===== src/rtl/wbus_arbiter_pkg.sv =====
// Shared constants for the write-bus arbiter: FSM encodings, arb_status
// field positions and well-known master indices.
package wbus_arbiter_pkg;

    typedef enum logic [1:0] {
        WBA_IDLE  = 2'd0,
        WBA_GRANT = 2'd1,
        WBA_BLOCK = 2'd2,
        WBA_GAP   = 2'd3
    } wba_state_t;

    // arb_status = {timeout_cnt, 4'd0, last_owner, 5'd0, blk_active, state}
    localparam int WBA_ST_STATE_LSB = 0;
    localparam int WBA_ST_BLK_BIT   = 2;
    localparam int WBA_ST_OWNER_LSB = 8;
    localparam int WBA_ST_TCNT_LSB  = 16;

    localparam int WBA_RT  = 0;
    localparam int WBA_FW  = 1;
    localparam int WBA_ETH = 2;

endpackage


===== src/rtl/wba_pick.sv =====
// Combinational winner selection: fixed priority (lowest index) or
// index 0 highest with the remaining masters served round-robin from ptr.
module wba_pick #(
    parameter int NUM_REQ   = 3,
    parameter int PRIO_MODE = 0,
    localparam int IW       = $clog2(NUM_REQ)
) (
    input  logic [NUM_REQ-1:0] req,
    input  logic [IW-1:0]      ptr,
    output logic [NUM_REQ-1:0] win_oh,
    output logic [IW-1:0]      win_idx,
    output logic               any_valid
);

    logic found;
    int   sel;
    int   cand;

    always_comb begin
        found = 1'b0;
        sel   = 0;
        cand  = 0;
        if (PRIO_MODE == 0) begin
            for (int i = 0; i < NUM_REQ; i++) begin
                if (!found && req[i]) begin
                    found = 1'b1;
                    sel   = i;
                end
            end
        end else if (req[0]) begin
            found = 1'b1;
            sel   = 0;
        end else begin
            // Walk masters 1..NUM_REQ-1 starting at ptr, wrapping back to 1.
            for (int k = 0; k < NUM_REQ - 1; k++) begin
                cand = int'(ptr) + k;
                if (cand > NUM_REQ - 1) cand = cand - (NUM_REQ - 1);
                if (!found && cand < NUM_REQ && req[cand]) begin
                    found = 1'b1;
                    sel   = cand;
                end
            end
        end
        any_valid = found;
        win_idx   = IW'(sel);
        win_oh    = found ? (NUM_REQ'(1) << sel) : '0;
    end

endmodule


===== src/rtl/wbus_arbiter.sv =====
// Request/grant arbiter for the shared register write bus, with block-write
// locking, a hold watchdog and fully registered bus outputs.
module wbus_arbiter
    import wbus_arbiter_pkg::*;
#(
    parameter int NUM_REQ      = 3,
    parameter int PRIO_MODE    = 0,
    parameter int HOLD_TIMEOUT = 1024
) (
    input  logic                    sysclk,
    input  logic                    reset,
    input  logic [NUM_REQ-1:0]      req,
    input  logic [NUM_REQ-1:0]      m_reg_wen,
    input  logic [NUM_REQ-1:0]      m_blk_wen,
    input  logic [NUM_REQ-1:0]      m_blk_wstart,
    input  logic [16*NUM_REQ-1:0]   m_waddr,
    input  logic [32*NUM_REQ-1:0]   m_wdata,
    output logic [NUM_REQ-1:0]      gnt,
    output logic                    reg_wen,
    output logic                    blk_wen,
    output logic                    blk_wstart,
    output logic [15:0]             reg_waddr,
    output logic [31:0]             reg_wdata,
    output logic [31:0]             arb_status,
    output logic                    timeout_evt
);

    localparam int IW = $clog2(NUM_REQ);

    // Handshake: a master holds req high for as long as it wants the bus; its
    // strobes are honoured only while its gnt bit is high, and dropping req
    // releases the bus after any strobe issued in that same cycle.
    wba_state_t           state;
    logic [IW-1:0]        owner;
    logic [IW-1:0]        rr_ptr;
    logic [15:0]          hold_cnt;
    logic [15:0]          timeout_cnt;
    logic [3:0]           last_owner;
    logic                 blk_active;

    logic [NUM_REQ-1:0]   win_oh;
    logic [IW-1:0]        win_idx;
    logic                 any_valid;

    logic                 own_req, own_wen, own_bwen, own_bst, hold_hit;
    logic [15:0]          own_addr;
    logic [31:0]          own_data;

    wba_pick #(
        .NUM_REQ   (NUM_REQ),
        .PRIO_MODE (PRIO_MODE)
    ) u_pick (
        .req       (req),
        .ptr       (rr_ptr),
        .win_oh    (win_oh),
        .win_idx   (win_idx),
        .any_valid (any_valid)
    );

    assign own_req  = req[owner];
    assign own_wen  = m_reg_wen[owner];
    assign own_bwen = m_blk_wen[owner];
    assign own_bst  = m_blk_wstart[owner];
    assign own_addr = m_waddr[{owner, 4'b0000} +: 16];
    assign own_data = m_wdata[{owner, 5'b00000} +: 32];
    assign hold_hit = (hold_cnt == 16'(HOLD_TIMEOUT - 1));

    always_ff @(posedge sysclk) begin
        if (reset) begin
            state       <= WBA_IDLE;
            gnt         <= '0;
            owner       <= '0;
            rr_ptr      <= IW'(1);
            hold_cnt    <= '0;
            timeout_cnt <= '0;
            last_owner  <= '0;
            blk_active  <= 1'b0;
            timeout_evt <= 1'b0;
            reg_wen     <= 1'b0;
            blk_wen     <= 1'b0;
            blk_wstart  <= 1'b0;
            reg_waddr   <= '0;
            reg_wdata   <= '0;
        end else begin
            reg_wen     <= 1'b0;
            blk_wen     <= 1'b0;
            blk_wstart  <= 1'b0;
            timeout_evt <= 1'b0;
            case (state)
                WBA_IDLE: begin
                    if (any_valid) begin
                        gnt        <= win_oh;
                        owner      <= win_idx;
                        last_owner <= 4'(win_idx);
                        hold_cnt   <= '0;
                        state      <= WBA_GRANT;
                        if (PRIO_MODE == 1 && win_idx != '0)
                            rr_ptr <= (win_idx == IW'(NUM_REQ - 1)) ? IW'(1) : win_idx + IW'(1);
                    end
                end
                WBA_GRANT, WBA_BLOCK: begin
                    if (hold_hit) begin
                        // Revoke: the owner's strobes this cycle never reach the bus.
                        gnt         <= '0;
                        timeout_evt <= 1'b1;
                        blk_active  <= 1'b0;
                        state       <= WBA_GAP;
                        if (timeout_cnt != 16'hFFFF) timeout_cnt <= timeout_cnt + 16'd1;
                    end else begin
                        reg_wen    <= own_wen;
                        blk_wen    <= own_bwen;
                        blk_wstart <= own_bst;
                        if (own_wen || own_bwen || own_bst) begin
                            reg_waddr <= own_addr;
                            reg_wdata <= own_data;
                        end
                        hold_cnt <= hold_cnt + 16'd1;
                        if (!own_req) begin
                            gnt        <= '0;
                            blk_active <= 1'b0;
                            state      <= WBA_GAP;
                        end else if (state == WBA_GRANT && own_bst) begin
                            blk_active <= 1'b1;
                            state      <= WBA_BLOCK;
                        end
                    end
                end
                WBA_GAP: state <= WBA_IDLE;
            endcase
        end
    end

    always_comb begin
        arb_status = '0;
        arb_status[WBA_ST_STATE_LSB +: 2]  = state;
        arb_status[WBA_ST_BLK_BIT]         = blk_active;
        arb_status[WBA_ST_OWNER_LSB +: 4]  = last_owner;
        arb_status[WBA_ST_TCNT_LSB +: 16]  = timeout_cnt;
    end

endmodule


===== config.mk =====
export PLATFORM = sky130hd
export DESIGN_NAME = wbus_arbiter
export DESIGN_NICKNAME = d
export VERILOG_FILES = /design/src/rtl/wbus_arbiter_pkg.sv /design/src/rtl/wba_pick.sv /design/src/rtl/wbus_arbiter.sv
export SDC_FILE = /design/constraint.sdc
export NUM_CORES = 1
export LEC_CHECK = 0
export CAP_MARGIN = 10
export CORE_ASPECT_RATIO = 1.1
export CORE_MARGIN = 10
export CORE_UTILIZATION = 45
export CTS_BUF_LIST = sky130_fd_sc_hd__clkbuf_4
export DETAILED_ROUTE_END_ITERATION = 8
export GPL_TIMING_DRIVEN = 1
export PLACE_DENSITY = 0.85
export SLEW_MARGIN = 20
export SYNTH_ARGS = -nofsm -noshare
export SYNTH_HDL_FRONTEND = slang
export SYNTH_SLANG_ARGS = --single-unit

===== constraint.sdc =====
create_clock -name sysclk -period 6.9 [get_ports sysclk]
set_clock_uncertainty 0.1 [all_clocks]
set_input_delay 1.035 -clock sysclk [delete_from_list [all_inputs] [get_ports sysclk]]
set_output_delay 1.035 -clock sysclk [all_outputs]
set_load 0.005 [all_outputs]

==> flow_summary.yaml <==
global_route:
  antenna_found_initial: 0
  grt_pass1_vias: 5226
  grt_max_degree: 97
  track_usage: 0.208
  grt_pass1_wl_mm: 26.7
  gr-total-overflow: 0
critical_path:
  cp_slowest_cell: "dfxtp_2"
  crit_chain: "nor2b_4 > buf_12 > a2bb2oi_1 > a31oi_4 > buf_4 > nor2_1 > a211oi_1"
  cpPeakStageDelay_ps: 1030
  path_delay_family: "flip-flops"
  startpoint_type: "flip-flop"
  arrival_ps: 3720
  worstPathBufferInverterCount: 2
  crit_required_ps: 7140
  end_kind: "flip-flop"
  cp_max_fo: 96
  worst-setup-path-type: "reg -> reg"
sta:
  fin_crit_ps: 3470
  tightest_slew_ps: 1070
  whs_ps: 406
  setup_ws_ps: 3430
  fmax_mhz: 288
  max_slew_margin: 0.289
  rsz0062_at_grt: "no"
  fin_crit_sh: 0.504
  drv_slew: 0
  setup_viol: 0
  timing.setup.tns_ps: 0
  hold_viol: 0
synth:
  synth_area_leaders: "dfxtp_1, mux2i_1, nor2_1, a211oi_1, a21oi_1"
  synth_top_cell_by_area: "dfxtp_1"
  netlist_instances: 619
  synth_edf_count: 0
  ys_seq_elements: 92
  synth_cell_type_count: 55
  synth.cell_area_um2: 5030
  synth-main-ff-cell: "dfxtp_1"
  synthTopCellsByCount: "nor2_1, dfxtp_1, a21oi_1"
  yosys_warnings: 0
  synth_top_area_frac: 0.366
  synthMostInstantiatedCell: "nor2_1"
  postSynthAreaPerCell_um2: 8.13
  seq_area_frac_synth: 0.366
  async_reset_ff_frac: 0
floorplanning:
  die_x_um: 121
  dieArea_um2: 15800
  io_pins: 245
  placementRows: 40
  core-area_um2: 10900
  initial_core_util: 0.461
  fp.dieH_um: 131
power:
  netSwitchingFraction: 0.397
  p_seq_frac: 0.346
  p_leak_uw: 0.00265
  power.density_nw_per_um2: 288
  p_sw_uw: 858
  internal_power_uw: 1310
  combPwrFrac: 0.521
  clkPwrFrac: 0.132
  ir_drop_v: 0.000234
cts:
  cts_root_buf: "clkbuf_4"
  postCtsSetupBuffers: 0
  ctsHoldBuffers: 0
  cts_buffer_depth: 2
  cts_resized: 0
  cts_max_level: 3
  cts_sinks: 92
  cts_tree: "done"
  cts.reportedPaths.clkPinSlew_ps: 140
  clkLatencyLatePin_ps: 430
  numCtsBuffers: 9
route:
  vias: 5201
  drcViolationCount: 0
  drtAntennaViolNets: 0
  drt_iter0_markers: 221
  wl_mm: 17.2
  dr.pass1.iters: 4
  vias_per_cell: 5.36
  wl_per_cell_um: 17.8
job:
  max_cap_violations: 0
cells_and_area:
  finalNetCount: 981
  diodes: 0
  drive_above_1_share: 0.0450
  nFillCells: 904
  multi_input_area_um2: 2920
  seqCellArea_um2: 1850
  synthToLayoutAreaGrowth_pct: 49.1
  instances_no_fill: 970
status:
  outcome: "finished, final reports clean"
placed_design:
  dpl.cell_count: 953
  dp_hpwl_mm: 13.6
  port_buffers: 233
  pre_cts_slack_ps: 2950
  place_congestion: 0.863
worst_hold_path:
  min_path_type: "reg -> reg"
-- path summary, 6_finish.rpt --
| kind | from | endpoint | slack [ps] | depth (start not counted) |
|---|---|---|---|---|
| worst min-delay path | reg_wdata[4]$_SDFFE_PP0P_ | reg_wdata[4]$_SDFFE_PP0P_ | 410 | 2 |
| worst max register to register | last_owner[1]$_SDFFE_PP0P_ | reg_wdata[18]$_SDFFE_PP0P_ | 3430 | 7 |
| worst min register to register | reg_wdata[4]$_SDFFE_PP0P_ | reg_wdata[4]$_SDFFE_PP0P_ | 410 | 2 |
| worst max-delay path | last_owner[1]$_SDFFE_PP0P_ | reg_wdata[18]$_SDFFE_PP0P_ | 3430 | 7 |
-- registers in the layout, indices dropped and copies added (netlist names), 2 cells and up --
register / flops
timeout_cnt: 16
state: 2
gnt: 3
reg_waddr: 16
last_owner: 2
hold_cnt: 16
reg_wdata: 32
-- area by class of cell --
type,instances,share of cell area
Clock buffer,9,0.00901
Inverter,10,0.00501
Sequential cell,92,0.246
Timing Repair Buffer,238,0.317
Clock inverter,7,0.00901
Tap cell,147,0.0245
Multi-Input combinational cell,467,0.389
-- layer usage --
metal,share of wire,vias to the layer above,track usage
met5,0,-,0
met4,0.016,0,0.0511
met3,0.086,22,0.0794
met2,0.53,182,0.385
met1,0.37,2388,0.216
li1,-,2609,-
-- worst min-delay path: cells and delay by family, from the launching register on --
family / cells / cell delay, ps
AOI/OAI and AO/OA: 1 / 50
DFF: 1 / 330
and+or+nand+nor: 1 / 90
-- power groups by stage --
stage          Sequential (µW)  Combinational, µW  Clock (µW)
2_1_floorplan              739                660           0
3_3_place_gp               754               1090           0
3_5_place_dp               762               1130           0
4_1_cts                    750               1130         297
5_1_grt                    768               1250         321
6_report                   749               1130         286
-- through the flow --
step / area (µm²) / power (µW) / utilization
after floorplan: 5070 / 1400 / -
after global placement: 7340 / 1850 / 0.673
after detailed placement: 7340 / 1890 / 0.673
after CTS: 7480 / 2180 / 0.686
after global routing: 7500 / 2340 / 0.687
final: 7500 / 2160 / 0.687
-- cells by family (layout without fill, tap and decap cells) --
logic type	Yosys count	after routing	share of synthesized area
other cells	1	11	0.000746
buf+inv	70	264	0.0654
flops	92	92	0.366
mux	59	59	0.118
compound gates	162	162	0.208
xor+xnor	8	8	0.0139
fa+ha+maj	5	5	0.0124
simple gates	222	222	0.215
-- placed cells by master, fill, tap and decap left out, drive strengths merged, types with 6 or more instances in the layout --
cell,n
nor2,130
clkbuf,9
clkdlybuf4s50,232
nor2b,6
nand2,15
dfxtp,92
clkinv,6
or3,8
nand4,10
nor3,6
nand3,16
conb,11
xnor2,7
mux2i,55
a21oi,67
buf,6
inv,10
o21ai,11
a211oi,53
No activity file was read; power rests on OpenSTA's default activity.
